### src/rtl/fmr_pkg.sv
// Shared types and constants for the five-modular-redundancy vote path.
package fmr_pkg;

  typedef enum logic [2:0] {
    IDLE,
    COLLECT,
    VOTE,
    OUTPUT,
    FAIL
  } state_t;

  localparam int N_MOD      = 5;
  localparam int MIN_QUORUM = 3;

endpackage

### src/rtl/fmr_majority.sv
// Combinational masked majority over five result bits; only bits with part[i]=1 vote.
module fmr_majority
  import fmr_pkg::*;
(
  input  logic [N_MOD-1:0] data,
  input  logic [N_MOD-1:0] part,
  output logic             z,
  output logic             tie,
  output logic [2:0]       n
);

  function automatic logic [2:0] popcount(input logic [N_MOD-1:0] v);
    logic [2:0] c;
    c = '0;
    for (int i = 0; i < N_MOD; i++) c = c + {2'b00, v[i]};
    return c;
  endfunction

  logic [2:0] ones;
  logic [3:0] twice_ones;
  logic [3:0] n_ext;

  always_comb begin
    n          = popcount(part);
    ones       = popcount(data & part);
    twice_ones = {ones, 1'b0};
    n_ext      = {1'b0, n};
    z          = (twice_ones > n_ext);
    tie        = (twice_ones == n_ext);
  end

endmodule

### src/rtl/fmr_vote_ctrl.sv
// Round controller: collects one bit per redundant module, votes over the
// participating ones, retires chronic disagreers and hands the result downstream.
module fmr_vote_ctrl
  import fmr_pkg::*;
#(
  parameter int THRESH  = 3,
  parameter int CNT_W   = 2,
  parameter int TIMEOUT = 15,
  parameter int TO_W    = 4
) (
  input  logic             clk,
  input  logic             rst,
  input  logic             start,
  input  logic [N_MOD-1:0] mod_valid,
  input  logic [N_MOD-1:0] mod_data,
  output logic             out_valid,
  input  logic             out_ready,
  output logic             out_z,
  output logic             out_tie,
  output logic [N_MOD-1:0] disagree,
  output logic [N_MOD-1:0] mask,
  output logic             fail,
  output logic             busy,
  input  logic             clear_mask
);

  localparam logic [CNT_W-1:0] CNT_MAX = {CNT_W{1'b1}};

  state_t state, state_nxt;

  logic [N_MOD-1:0] latched;
  logic [N_MOD-1:0] data_q;
  logic [CNT_W-1:0] cnt     [N_MOD];
  logic [CNT_W-1:0] cnt_nxt [N_MOD];
  logic [N_MOD-1:0] mask_nxt;
  logic [TO_W-1:0]  timer;

  logic [N_MOD-1:0] part;
  logic [N_MOD-1:0] capture;
  logic [N_MOD-1:0] miss;
  logic             all_in;
  logic             vote_z;
  logic             vote_tie;
  logic [2:0]       vote_n;

  assign part    = ~mask & latched;
  assign capture = mod_valid & ~mask & ~latched;
  // Include this cycle's strobes so a full set on the first COLLECT cycle votes next cycle.
  assign all_in  = &(latched | capture | mask);
  assign miss    = ~mask & (~latched | (data_q ^ {N_MOD{vote_z}}));

  assign out_valid = (state == OUTPUT);
  assign busy      = (state != IDLE);

  fmr_majority u_majority (
    .data (data_q),
    .part (part),
    .z    (vote_z),
    .tie  (vote_tie),
    .n    (vote_n)
  );

  always_comb begin
    mask_nxt = mask;
    for (int i = 0; i < N_MOD; i++) begin
      cnt_nxt[i] = cnt[i];
      if (!mask[i]) begin
        if (miss[i]) cnt_nxt[i] = (cnt[i] == CNT_MAX) ? cnt[i] : cnt[i] + CNT_W'(1);
        else         cnt_nxt[i] = '0;
      end
      if (cnt_nxt[i] >= CNT_W'(THRESH)) mask_nxt[i] = 1'b1;
    end
  end

  always_comb begin
    state_nxt = state;
    case (state)
      IDLE:    if (start) state_nxt = COLLECT;
      COLLECT: if (all_in || (timer == TO_W'(TIMEOUT))) state_nxt = VOTE;
      VOTE:    state_nxt = (vote_n < 3'(MIN_QUORUM)) ? FAIL : OUTPUT;
      OUTPUT:  if (out_ready) state_nxt = IDLE;
      FAIL:    if (clear_mask) state_nxt = IDLE;
      default: state_nxt = IDLE;
    endcase
  end

  always_ff @(posedge clk or posedge rst) begin
    if (rst) begin
      state    <= IDLE;
      latched  <= '0;
      timer    <= '0;
      mask     <= '0;
      fail     <= 1'b0;
      out_z    <= 1'b0;
      out_tie  <= 1'b0;
      disagree <= '0;
      for (int i = 0; i < N_MOD; i++) cnt[i] <= '0;
    end else begin
      state    <= state_nxt;
      disagree <= '0;
      case (state)
        IDLE: begin
          if (clear_mask) begin
            mask <= '0;
            fail <= 1'b0;
            for (int i = 0; i < N_MOD; i++) cnt[i] <= '0;
          end
          if (start) begin
            latched <= '0;
            timer   <= '0;
          end
        end
        COLLECT: begin
          latched <= latched | capture;
          timer   <= timer + TO_W'(1);
        end
        VOTE: begin
          if (vote_n < 3'(MIN_QUORUM)) begin
            fail <= 1'b1;
          end else begin
            out_z   <= vote_z;
            out_tie <= vote_tie;
            if (!vote_tie) begin
              cnt      <= cnt_nxt;
              mask     <= mask_nxt;
              disagree <= miss;
            end
          end
        end
        FAIL: begin
          if (clear_mask) begin
            mask <= '0;
            fail <= 1'b0;
            for (int i = 0; i < N_MOD; i++) cnt[i] <= '0;
          end
        end
        default: ;
      endcase
    end
  end

  // Result bits carry no reset; only the first strobe of a round is kept.
  always_ff @(posedge clk) begin
    if (state == COLLECT) data_q <= (data_q & ~capture) | (mod_data & capture);
  end

endmodule

### config.mk
export PLATFORM = sky130hd
export DESIGN_NAME = fmr_vote_ctrl
export DESIGN_NICKNAME = d
export VERILOG_FILES = /design/src/rtl/fmr_pkg.sv /design/src/rtl/fmr_majority.sv /design/src/rtl/fmr_vote_ctrl.sv
export SDC_FILE = /design/constraint.sdc
export NUM_CORES = 1
export LEC_CHECK = 0
export CAP_MARGIN = 10
export CORE_UTILIZATION = 57
export CTS_BUF_LIST = sky130_fd_sc_hd__clkbuf_4 sky130_fd_sc_hd__clkbuf_8
export DETAILED_ROUTE_END_ITERATION = 16
export PLACE_DENSITY = 0.82
export RECOVER_POWER = 25
export SETUP_SLACK_MARGIN = 0.02
export SKIP_LAST_GASP = 1
export SLEW_MARGIN = 20
export SYNTH_ARGS = -nofsm -noshare
export SYNTH_HDL_FRONTEND = slang
export SYNTH_SLANG_ARGS = --single-unit
### constraint.sdc
create_clock -name clk -period 5 [get_ports clk]
set_clock_uncertainty 0.15 [all_clocks]
set_input_delay 1 -clock clk [delete_from_list [all_inputs] [get_ports clk]]
set_output_delay 1 -clock clk [all_outputs]
set_load 0.01 [all_outputs]
Word level (Yosys, flattened, before mapping)
Index checks and enable logic that the tools add are counted.
Storage, ports and cells
  logic and storage cells: 140
  flip-flop bits (word level): 40
Cells by class
  $add $sub $neg: 14
  reductions and logical operators: 17
  multiplexer cells: 44
  equal/unequal tests: 24
  bitwise operators: 16
  $lt $le $gt $ge: 7
Operator list (count)
  $and A5 B5 Y5: 7
  $mux W5: 7
  $mux W10: 3
  $mux W2: 15
  $reduce_and A5 Y1: 6
  $ne A2 B2 Y1 const B: 11
  $or A5 B5 Y5: 4
  $pmux W10 S2: 1
  $pmux W5 S2: 2
  $add A3 B1 Y3: 6
  $mux W3: 5
  $not A5 Y5: 3
  $pmux W3 S5: 1
  $add A2 B1 Y2 const B: 5
  $eq A2 B2 Y1 const B: 5
  $ge A2 B2 Y1 const B: 5
  $pmux W4 S2: 1
  $reduce_and A4 Y1: 2
  $mux W1: 7
  $eq A3 B2 Y1 const B: 2
  $xor A5 B5 Y5: 1
  $add A1 B1 Y2: 2
  $add A4 B1 Y4 const B: 1
  $eq A4 B3 Y1: 1
  other kinds (16): 19

Depth between registers and ports, before layout
Gate-level depths: netlist (run 1).
  word-level depth: 18
  mapped depth: 19
  mapped depth without buffers: 18

Modules after synthesis
A second synthesis (run 1) with hierarchy kept.
Unflattened totals
  cells, all modules: 220
  area total of the unflattened synthesis: 2342.2 um^2
By module, submodules not included
  fmr_vote_ctrl: area an instance 2137.0 um^2, cells each 199, instances 1
  fmr_majority: area an instance 205.2 um^2, cells each 21, instances 1

Worst setup path before layout (run 1)
OpenSTA, ideal clock, no wires.
  path type: register to register
  start point: register mask[0]
  end point: register cnt[4] (netlist bit)
  data arrival time: 3.759 ns
  setup time: 0.121 ns
  slack: 0.970 ns
  cell stages (with the launch flop): 19
  data required time: 4.729 ns
  cell sequence: dfrtp_1 inv_1 nand2_1 inv_1 and2_1 ha_1 inv_1 fa_1 inv_1 ha_1 inv_1 fa_1 inv_1 ha_1 a21o_1 or3_1 a21boi_0 nor3_1 o22a_1
Between the ends
  word-level cells in the longest chain between the ends: 16
  elaborated cells between the ends (all ways): 25
  classes of those cells: 8 x add/sub; 2 x order compare; 3 x eq/ne; 5 x mux; 6 x bitwise; 1 x reduce/logical
RTL lines
  from (decl): RTL line fmr_vote_ctrl.sv:21  | output logic [N_MOD-1:0] mask,
  from (signal assigned): RTL line fmr_vote_ctrl.sv:125  | mask <= mask_nxt;
  $not A5 Y5 (*): RTL line fmr_vote_ctrl.sv:46  | assign part = ~mask & latched;
  $and A5 B5 Y5 (*): RTL line fmr_vote_ctrl.sv:46
  $and A5 B5 Y5: RTL line fmr_majority.sv:25  | ones = popcount(data & part);
  $add A1 B1 Y2: RTL line fmr_majority.sv:15  | for (int i = 0; i < N_MOD; i++) c = c + {2'b00, v[i]};
  $add A3 B1 Y3 (3 in series): RTL line fmr_majority.sv:15
  $gt A4 B3 Y1: RTL line fmr_majority.sv:28  | z = (twice_ones > n_ext);
  $xor A5 B5 Y5: RTL line fmr_vote_ctrl.sv:50  | assign miss = ~mask & (~latched | (data_q ^ {N_MOD{vote_z}}));
  $or A5 B5 Y5: RTL line fmr_vote_ctrl.sv:50
  $and A5 B5 Y5: RTL line fmr_vote_ctrl.sv:50
  $mux W2: RTL line fmr_vote_ctrl.sv:68  | if (miss[i]) cnt_nxt[i] = (cnt[i] == CNT_MAX) ? cnt[i] : cnt[i] + CNT_W'(1);
  $mux W2: RTL line fmr_vote_ctrl.sv:67  | if (!mask[i]) begin
  $mux W10: RTL line fmr_vote_ctrl.sv:123  | if (!vote_tie) begin
  $mux W10: RTL line fmr_vote_ctrl.sv:118  | if (vote_n < 3'(MIN_QUORUM)) begin
  $pmux W10 S2: RTL line fmr_vote_ctrl.sv:101  | case (state)
  to (signal assigned): RTL line fmr_vote_ctrl.sv:124  | cnt <= cnt_nxt;
  to (decl): RTL line fmr_vote_ctrl.sv:33  | logic [CNT_W-1:0] cnt [N_MOD];
Mark *: on every way between the ends. The rest lies on a longest branch, timed or not. The select of a mux whose other input is x is not followed.
A chain may end at the register's enable or synchronous reset.

Worst setup path in the final report (run 1)
  start point: register mask[0]
  end point: register cnt[6] (netlist bit)
Same word-level chain as after synthesis.

==> metrics.md, run 1 <==
| Metric | Value |
|---|---|
| Status | `finished, violations left` |
| Failing checks | `max-capacitance violations, max-slew violations` |
| Skew-Pair Late Insertion Delay | `0.29 ns` |
| Cells after Synth | `236` |
| RSZ-0062 raised after global routing | `false` |
| Post-synthesis sequential area ratio | `43.9%` |
| Avg WL per Cell | `15.5 µm` |
| Setup violators final | `0` |
| PD cells | `689 mW/mm²` |
| Routed Antenna Nets | `0` |
| Syn nets | `262` |
| Max-cap violations | `1` |
| DRC viols | `0` |
| Clock sink count | `40` |
| Final cycle utilization of the critical path | `86.7%` |
| Count leader, synth | `dfrtp_1` |
| Detailed Place HPWL | `3460 µm` |
| TritonCTS Buffers | `5` |
| CTS root buffer | `clkbuf_8` |
| Netlist Area Pre-Place | `0.00234 mm²` |
| Final Hold Viols | `0` |
| Hold_buf cts | `0` |
| Share of cells above drive strength 1 | `6.37%` |
| Crit-path max FO | `6` |
| Number of synthesized register bits | `40` |
| Leak pwr | `1.19 nW` |
| Fmax | `231 MHz` |
| R2R Path Start | `mask[0]` |
| Global Route Usage Sum | `24.8%` |
| Htree depth | `2` |
| Worst reg2reg path depth | `18` |
| Overall die area | `0.00437 mm²` |
| Yosys warns | `0` |
| DR vias | `1,855` |
| Core Region | `0.00380 mm²` |
| WHS Path Cells | `1` |
| First-pass GRT wire length | `8070 µm` |
| Area growth from synthesis to layout | `16.4%` |
| # resized after CTS | `0` |
| Number of synthesized flops with an enable pin | `5` |
| Syn Area/Cell | `9.91 µm²` |
| Synth cell types | `58` |
| Post-CTS setup buffer count | `0` |
| Top cells by area, synth | `dfrtp_1 37%, edfxtp_1 6.4%, o21ai_0 4.7%` |
| Vias per inst | `5.89` |
| R2r endpoint | `cnt[6]` |
| Vias in the first global route | `1,720` |
| Async SR Flop Fraction | `87.5%` |
| CTS tree | `yes` |
| Setup_tns | `0 ns` |
| Slew at the pin closest to its max-slew limit | `1.93 ns` |
| Global route total overflow | `0` |
| WS Path Type | `reg2reg` |
| Die Span Y | `66.1 µm` |
| Min-Delay Endpoint | `timer[3]` |
| Synth top area share | `37.4%` |
| Initial Utilization | `61.6%` |
| Top cells by count, synth | `35 x dfrtp_1, 22 x o21ai_0, 21 x nand2_1, 20 x inv_1` |
| Max clock buf depth | `2` |
| Max VDD drop | `432 µV` |
| Hold Crit Class | `reg2reg` |
| Ports | `30` |
| Max Slew Vio Count | `36` |
| Final Critical Period | `4.33 ns` |
| Die Span X | `66.1 µm` |
| Worst Setup Start Kind | `flip-flop` |
| Wirelength, routed | `4880 µm` |
| Min-delay src | `timer[3]` |
| Register-to-register setup slack | `0.67 ns` |
| Clock-pin slew on the worst setup and hold paths | `0.08 ns` |
| Initial antenna violation count | `0` |
| Arrival @ worst endpoint | `4.41 ns` |
| Placed inst area | `0.00264 mm²` |
| Top FF cell, synth | `dfrtp_1` |
| FP Rows | `22` |
| Largest net degree at the start of global routing | `36` |
| I/O Buffers | `29` |
| # diodes | `0` |
| Final instance area | `0.00272 mm²` |
| Gpl congestion | `0.910` |
| Drt pass-1 iters | `4` |
| Yosys top cell by area | `dfrtp_1` |
| DR iter-0 viols | `125` |
| CP endpoint kind | `flip-flop` |
| Slew HR | `-28.4%` |
| Nets@finish | `293` |
| Critical Path RT | `5.08 ns` |
-- where the power goes --
part	internal, mW	leakage, nW	switching [mW]
clock	0.108	0.0447	0.110
sequential	0.423	0.516	0.0984
combinational	0.465	0.627	0.674
total	0.996	1.19	0.882
-- worst max-delay path by stage --
stage | from | to | cells after the start
global placement | mask[0] | cnt[6] | 18
floorplan | mask[0] | cnt[4] | 18
CTS | mask[0] | cnt[6] | 18
detailed placement | mask[0] | cnt[2] | 18
global route | mask[0] | cnt[6] | 18
finish | mask[0] | cnt[6] | 18
-- final cells by class --
cell class | instances | area [µm²]
fill | 299 | 1070
timing repair buffer | 30 | 294
clock buffer | 6 | 82.6
sequential | 40 | 1030
tap | 48 | 60.1
clock inverter | 1 | 3.75
inverter | 20 | 75.1
multi-input combinational | 170 | 1180
-- layer usage --
metal	GRT usage, %	wire length, µm	vias to the layer above
met5	0	0	-
li1	-	-	899
met2	37.6	2280	53
met3	3.45	226	8
met1	35.6	2320	895
met4	9.84	57	0
-- per-stage QoR --
step | hold slack (ns) | power, mW | util (%) | setup slack, ns | std cells
floorplan | 0.300 | 1.39 | - | 0.970 | 236
global placement | 0.317 | 1.61 | 69.5 | 0.779 | 308
detailed placement | 0.332 | 1.65 | 69.5 | 0.721 | 308
CTS | 0.345 | 1.87 | 71.8 | 0.685 | 315
global route | 0.393 | 2.03 | 71.7 | 0.315 | 315
finish | 0.342 | 1.88 | 71.7 | 0.667 | 315
-- cell families after synthesis --
| family | Yosys count | share of synthesized area (%) |
|---|---|---|
| buffers and inverters | 26 | 5.61 |
| and+or+nand+nor | 81 | 20.4 |
| xor gates and xnor gates | 5 | 1.87 |
| muxes | 1 | 0.481 |
| adders and majority gates | 11 | 7.17 |
| DFF | 40 | 43.9 |
| AOI/OAI and AO/OA | 72 | 20.6 |
-- worst max-delay path: stages, from the launching register on --
cell and delay (ns):
dfrtp_1 0.44, inv_1 0.10, nand2_1 0.11, inv_1 0.06
and2_1 0.15, ha_1 0.27, inv_1 0.05, fa_1 0.46
inv_1 0.06, ha_1 0.13, inv_1 0.05, fa_1 0.48
inv_1 0.04, ha_1 0.33, and4b_1 0.26, a21oi_1 0.42
xnor2_1 0.21, a211oi_2 0.33, a22o_1 0.17
-- layout by cell type (no fill, tap or decap), types with 2 or more instances in the layout --
cell and n:
dfrtp_1 35, clkdlybuf4s50_1 23, o21ai_0 22, nand2_1 21, inv_1 20, nor3_1 12
a21oi_1 12, nor2b_1 9, nor2_1 8, ha_1 7, o21a_1 6, clkbuf_8 6
dlygate4sd3_1 6, and3_1 5, and2_1 5, edfxtp_1 5, o22a_1 4, xnor2_1 4
fa_1 4, a21o_1 3, a31oi_1 3, o21ai_1 3, or3_1 2, nor3b_1 2
nand3_1 2, o31ai_1 2, nand2b_1 2, a22o_1 2
Power figures use the tool's default switching activity.
==> run 2: changes to the inputs <==
--- a/config.mk
+++ b/config.mk
@@ -9,6 +9,7 @@
 export CORE_UTILIZATION = 57
 export CTS_BUF_LIST = sky130_fd_sc_hd__clkbuf_4 sky130_fd_sc_hd__clkbuf_8
 export DETAILED_ROUTE_END_ITERATION = 16
+export MAX_ROUTING_LAYER = met4
 export PLACE_DENSITY = 0.82
 export RECOVER_POWER = 25
 export SETUP_SLACK_MARGIN = 0.02
==> constraint.sdc (replaced) <==
create_clock -name clk -period 4 [get_ports clk]
set_clock_uncertainty 0.15 [all_clocks]
set_input_delay 0.8 -clock clk [delete_from_list [all_inputs] [get_ports clk]]
set_output_delay 0.8 -clock clk [all_outputs]
set_load 0.01 [all_outputs]
==> metrics.md, run 2 (same netlist as run 1, synthesis figures left out) <==
| Metric | Value |
|---|---|
| Initial Utilization | `61.6% (unchanged)` |
| Multi-input gate area | `0.00130 mm² (+9.6%)` |
| Commonest non-fill, non-tap cell in the layout | `dfrtp_1` |
| PD cells | `997 mW/mm² (+45%)` |
| Area growth from synthesis to layout | `29.7%` |
| Die Span X | `66.1 µm (unchanged)` |
| Final Critical Period | `3.94 ns (-0.393 ns)` |
| Placed Instances | `322 (+4.5%)` |
| Skew-Pair Late Insertion Delay | `0.30 ns (about the same)` |
| Clock sink count | `40 (unchanged)` |
| Critical Path RT | `4.04 ns (-1.04 ns)` |
| CTS tree | `yes` |
| Slew at the pin closest to its max-slew limit | `1.45 ns (-0.480 ns)` |
| Max VDD drop | `690 µV (+60%)` |
| Leak pwr | `1.33 nW (+12%)` |
| Commonest non-fill, non-tap cells in the layout | `35 x dfrtp_1, 23 x clkdlybuf4s50_1, 21 x o21ai_0` |
| Max clock buf depth | `2 (unchanged)` |
| Core Region | `0.00380 mm² (unchanged)` |
| Nets@finish | `309 (+5.5%)` |
| CP endpoint kind | `flip-flop` |
| TritonCTS Buffers | `5 (unchanged)` |
| Drt pass-1 iters | `5 (+1)` |
| RSZ-0062 raised after global routing | `true` |
| Slew HR | `3.44% (+32 points)` |
| Reg area | `0.00103 mm² (unchanged)` |
| Setup violators final | `0 (unchanged)` |
| Avg WL per Cell | `16.9 µm (+9.3%)` |
| Largest net degree at the start of global routing | `19 (-47%)` |
| Vias in the first global route | `1,850 (+7.6%)` |
| Ports | `30 (unchanged)` |
| Final Hold Viols | `0 (unchanged)` |
| Crit-path max FO | `5 (-1)` |
| Worst setup margin | `0.0607 ns (-0.607 ns)` |
| Vias per inst | `6.04 (+2.5%)` |
| Crit path top cell by count | `inv_2` |
| Fill cell count | `239 (-20%)` |
| Arrival @ worst endpoint | `3.98 ns (-0.43 ns)` |
| R2R Path Start | `latched[1]` |
| WS Path Type | `reg2reg` |
| DR vias | `2,004 (+8.0%)` |
| Max-cap violations | `0 (-1)` |
| First-pass GRT wire length | `8630 µm (+6.9%)` |
| Critical path cell sequence | `nor2b_4 > and2_4 > ha_4 > inv_2 > fa_1 > inv_1 > ha_2 > inv_2 > fa_1 > inv_2 > ha_4 > a21o_1 > or3_4 > a21boi_4 > nor3_2 > o22a_1` |
| DRC viols | `0 (unchanged)` |
| Detailed Place HPWL | `3630 µm (+5.1%)` |
| DP Worst Slack | `0.00312 ns (-0.718 ns)` |
| Slowest CP cell | `fa_1` |
| Htree depth | `2 (unchanged)` |
| Routed Antenna Nets | `0 (unchanged)` |
| Hold Crit Class | `reg2reg` |
| Delay of the slowest cell on the worst path | `0.56 ns (+0.08 ns)` |
| Finished Core Util | `79.9% (+8.2 points)` |
| Gpl congestion | `0.859 (-5.6%)` |
| Wirelength, routed | `5620 µm (+15%)` |
| CTS root buffer | `clkbuf_8` |
| Worst Setup Start Kind | `flip-flop` |
| Fmax | `254 MHz (+10%)` |
| Overall die area | `0.00437 mm² (unchanged)` |
| Max Slew Vio Count | `0 (-100%)` |
| Initial antenna violation count | `0 (unchanged)` |
| Die Span Y | `66.1 µm (unchanged)` |
| Clock-pin slew on the worst setup and hold paths | `0.08 ns (about the same)` |
| CP startpoint | `latched[1]` |
| Non-filler cells in the finished layout | `332 (+5.4%)` |
| FP Rows | `22 (unchanged)` |
| # diodes | `0 (unchanged)` |
| Min-delay src | `timer[3]` |
| Global route total overflow | `0 (unchanged)` |
| DR iter-0 viols | `212 (+70%)` |
| Global Route Usage Sum | `27.8% (+3.0 points)` |
| I/O Buffers | `29 (unchanged)` |
| Share of cells above drive strength 1 | `20.4% (+14 points)` |
| Final cycle utilization of the critical path | `98.5% (+12 points)` |
| Status | `finished, final reports clean` |
## run 2: cell types whose count changed in the layout (fill, tap and decap cells not counted), moves of 2 or more
cell,change
a21oi_1,-2
or3_1,-2
buf_4,+17
ha_4,+2
inv_2,+5
inv_1,-5
a21boi_4,+2
bufinv_16,+3
ha_1,-3
or3_4,+2
and2_4,+2
a21oi_2,+2
and2_1,-2
## run 2: timing repair
item | 4_1_cts | 5_1_grt
buffers inserted | 0 | 2
endpoints found under the hold margin | 0 | 0
setup endpoints to repair | 4 | 20
gates resized for setup | 3 | 25
hold buffers | 0 | 0
pin swaps | 0 | 14
## run 2: layout make-up
| class | instances | area share (%) |
|---|---|---|
| clock buffers | 5 | 2.27 |
| inverters | 20 | 2.47 |
| clock inverters | 3 | 2.97 |
| repair buffers | 46 | 13.8 |
| well taps | 48 | 1.98 |
| multi-input cells | 170 | 42.7 |
| flip-flops and latches | 40 | 33.8 |
## run 2: worst max-delay path, delay by kind of cell (launching register included)
family          cells  cell delay (ns)
compound gates      3             0.67
buf+inv             4             0.20
simple gates        4             0.79
flops               1             0.40
fa+ha+maj           5             1.62
## run 2: worst paths after layout
| kind | endpoint | slack [ns] | depth (start not counted) |
|---|---|---|---|
| min in group asynchronous | timer[0] | 0.88 | 2 |
| min | timer[3] | 0.34 | 1 |
| max reg2reg | cnt[2] | 0.06 | 16 |
| max | cnt[2] | 0.06 | 16 |
| min reg2reg | timer[3] | 0.34 | 1 |
| max in group asynchronous | disagree[4] | 2.11 | 3 |
## run 2: through the flow
step	area (µm²)	total power [mW]	hold slack, ns	TNS, ns
2_1_floorplan	2340	1.74	0.300	0
3_3_place_gp	2750	2.19	0.323	0
3_5_place_dp	2750	2.23	0.327	0
4_1_cts	2930	2.76	0.338	0
5_1_grt	3030	3.22	0.375	-0.271
6_report	3030	3.02	0.337	0
## run 2: per-layer routing
layer	vias to the layer above	part of all wire, %	global-route usage, %
li1	930	-	-
met1	983	45	36.5
met2	77	48	39.9
met3	14	5.5	6.90
met4	0	1.8	14.4
met5	-	0	-
## run 2: power breakdown
| group | leakage, nW | internal [mW] | switching [mW] |
|---|---|---|---|
| clock network | 0.0784 | 0.312 | 0.151 |
| logic | 0.732 | 0.886 | 1.04 |
| registers | 0.516 | 0.529 | 0.110 |
| total | 1.33 | 1.73 | 1.30 |
==> run 3: changes to the inputs <==
--- a/config.mk
+++ b/config.mk
@@ -12,7 +12,7 @@
 export MAX_ROUTING_LAYER = met4
 export PLACE_DENSITY = 0.82
 export RECOVER_POWER = 25
-export SETUP_SLACK_MARGIN = 0.02
+export SETUP_SLACK_MARGIN = 0.5
 export SKIP_LAST_GASP = 1
 export SLEW_MARGIN = 20
 export SYNTH_ARGS = -nofsm -noshare
==> metrics.md, run 3 (same netlist as run 1, synthesis figures left out) <==
| Metric | Value |
|---|---|
| CP endpoint kind | `flip-flop` |
| Seq pwr share | `18.9% (-2.2 points)` |
| Slew HR | `49.6% (+46 points)` |
| Clock power frac | `8.8% (-6.5 points)` |
| Avg WL per Cell | `22.0 µm (+30%)` |
| Finished Core Util | `85.6% (+5.7 points)` |
| Setup_tns | `0 ns (unchanged)` |
| I/O Buffers | `29 (unchanged)` |
| Max-cap violations | `0 (unchanged)` |
| Fmax | `255 MHz (+0.50%)` |
| PD cells | `1060 mW/mm² (+6.1%)` |
| Clock sink count | `40 (unchanged)` |
| Final Hold Viols | `0 (unchanged)` |
| Initial antenna violation count | `0 (unchanged)` |
| DR iter-0 viols | `339 (+60%)` |
| Wirelength, routed | `7710 µm (+37%)` |
| Critical Path RT | `4.08 ns (+0.04 ns)` |
| Slew at the pin closest to its max-slew limit | `0.755 ns (-0.691 ns)` |
| Routed Antenna Nets | `0 (unchanged)` |
| FP Rows | `22 (unchanged)` |
| TritonCTS Buffers | `5 (unchanged)` |
| Vias in the first global route | `2,163 (+17%)` |
| Initial Utilization | `61.6% (unchanged)` |
| Worst Setup Start Kind | `flip-flop` |
| Nets@finish | `328 (+6.1%)` |
| Worst setup margin | `0.0804 ns (+0.0197 ns)` |
| Commonest non-fill, non-tap cells in the layout | `33 x dfrtp_1, 27 x buf_4, 22 x clkdlybuf4s50_1` |
| Status | `finished, final reports clean` |
| Final Critical Period | `3.92 ns (-0.0197 ns)` |
| Hold Crit Class | `reg2reg` |
| DP Worst Slack | `0.0858 ns (+0.0827 ns)` |
| Skew-Pair Late Insertion Delay | `0.31 ns (about the same)` |
| Ports | `30 (unchanged)` |
| Core Region | `0.00380 mm² (unchanged)` |
| Drt pass-1 iters | `5 (unchanged)` |
| Max Slew Vio Count | `0 (unchanged)` |
| DRC viols | `0 (unchanged)` |
| DR vias | `2,324 (+16%)` |
| Setup violators final | `0 (unchanged)` |
| Largest net degree at the start of global routing | `20 (+1)` |
| Crit-path max FO | `4 (-1)` |
| Arrival @ worst endpoint | `4.00 ns (+0.02 ns)` |
| Share of cells above drive strength 1 | `30.7% (+10 points)` |
| Vias per inst | `6.62 (+9.7%)` |
| Global route total overflow | `0 (unchanged)` |
| RSZ-0062 raised after global routing | `true` |
| Register-to-register setup slack | `0.08 ns (+0.02 ns)` |
| WS Path Type | `reg2reg` |
| Global Route Usage Sum | `35.9% (+8.1 points)` |
| Max clock buf depth | `2 (unchanged)` |
| Htree depth | `2 (unchanged)` |
| Gpl congestion | `0.888 (+3.4%)` |
| Leak pwr | `1.41 nW (+6.2%)` |
| Sw Share | `45.9% (+3.0 points)` |
| Final cycle utilization of the critical path | `98.0% (-0.49 points)` |
| Die Span X | `66.1 µm (unchanged)` |
| Switch Pwr | `1.58 mW (+22%)` |
| First-pass GRT wire length | `10,900 µm (+26%)` |
| Comb pwr share | `72.3% (+8.7 points)` |
| Detailed Place HPWL | `3870 µm (+6.5%)` |
| CTS tree | `yes` |
| CTS root buffer | `clkbuf_8` |
| Die Span Y | `66.1 µm (unchanged)` |
| Overall die area | `0.00437 mm² (unchanged)` |
| Commonest non-fill, non-tap cell in the layout | `dfrtp_1` |
| Max VDD drop | `555 µV (-20%)` |
| # diodes | `0 (unchanged)` |
| Area growth from synthesis to layout | `38.9%` |
| Clock-pin slew on the worst setup and hold paths | `0.09 ns (about the same)` |
| Internal | `1.86 mW (+7.7%)` |
==> run 3: changes by cell type in the layout (fill, tap and decap cells not counted), sizes merged <==
cell           before  now
clkdlybuf4s50      23   22
bufinv              3    0
clkbuf              5    8
buf                17   36
dlygate4sd3         6    7
==> run 3: area by class of cell <==
type / instances / area [µm²]
Tap cell: 48 / 60.1
Inverter: 20 / 75.1
Timing Repair Buffer: 65 / 607
Sequential cell: 40 / 1030
Multi-Input combinational cell: 170 / 1380
Clock buffer: 8 / 97.6
Fill cell: 189 / 548
==> run 3: final timing paths <==
path | startpoint | endpoint | depth (start not counted)
min in group asynchronous | rst | disagree[0] | 2
worst min-delay path | out_z | out_z | 2
worst max-delay path | mask[0] | cnt[0] | 19
worst min register to register | out_z | out_z | 2
max in group asynchronous | rst | cnt[4] | 3
worst max register to register | mask[0] | cnt[0] | 19
==> run 3: worst max-delay path: stages (launching register included) <==
cell and delay (ns):
dfrtp_2 0.41, inv_2 0.07, nand2_2 0.08, inv_2 0.07, and2_4 0.15, ha_4 0.20, inv_2 0.05, fa_1 0.42
inv_1 0.07, ha_2 0.17, inv_2 0.04, fa_1 0.52, inv_2 0.05, ha_4 0.22, and4b_2 0.28, a21oi_4 0.23
buf_6 0.15, xnor2_2 0.08, a211oi_4 0.25, o2bb2ai_1 0.17
==> run 3: power by group through the flow <==
stage	Combinational, mW	Sequential (mW)	Clock (mW)
detailed placement	1.71	0.644	0
floorplan	1.30	0.629	0
CTS	2.07	0.633	0.293
global placement	1.69	0.640	0
finish	2.49	0.650	0.302
global route	2.61	0.663	0.316
==> run 3: stage by stage <==
stage / power, mW / area (µm²) / cells / hold slack (ns)
after floorplan: 1.92 / 2420 / 236 / 0.300
after global placement: 2.33 / 2800 / 318 / 0.312
after detailed placement: 2.35 / 2800 / 318 / 0.312
after CTS: 2.99 / 3150 / 344 / 0.330
after global routing: 3.59 / 3250 / 351 / 0.346
final: 3.44 / 3250 / 351 / 0.317
==> run 3: what timing repair did <==
action | 4_1_cts | 5_1_grt
setup endpoints to repair | 20 | 21
resized for setup | 21 | 13
buffers inserted | 18 | 7
pin swaps | 18 | 13
hold buffers | 0 | 0
==> run 3: metal layers <==
metal  wire length, µm  track usage [%]  up-vias  share of wire (%)
met5                 0                -        -                  0
met4               516             19.9        0                6.7
met3               616             8.45       56                8.0
met2              3560             55.1      166                 46
met1              3020             43.7     1126                 39
li1                  -                -      976                  -
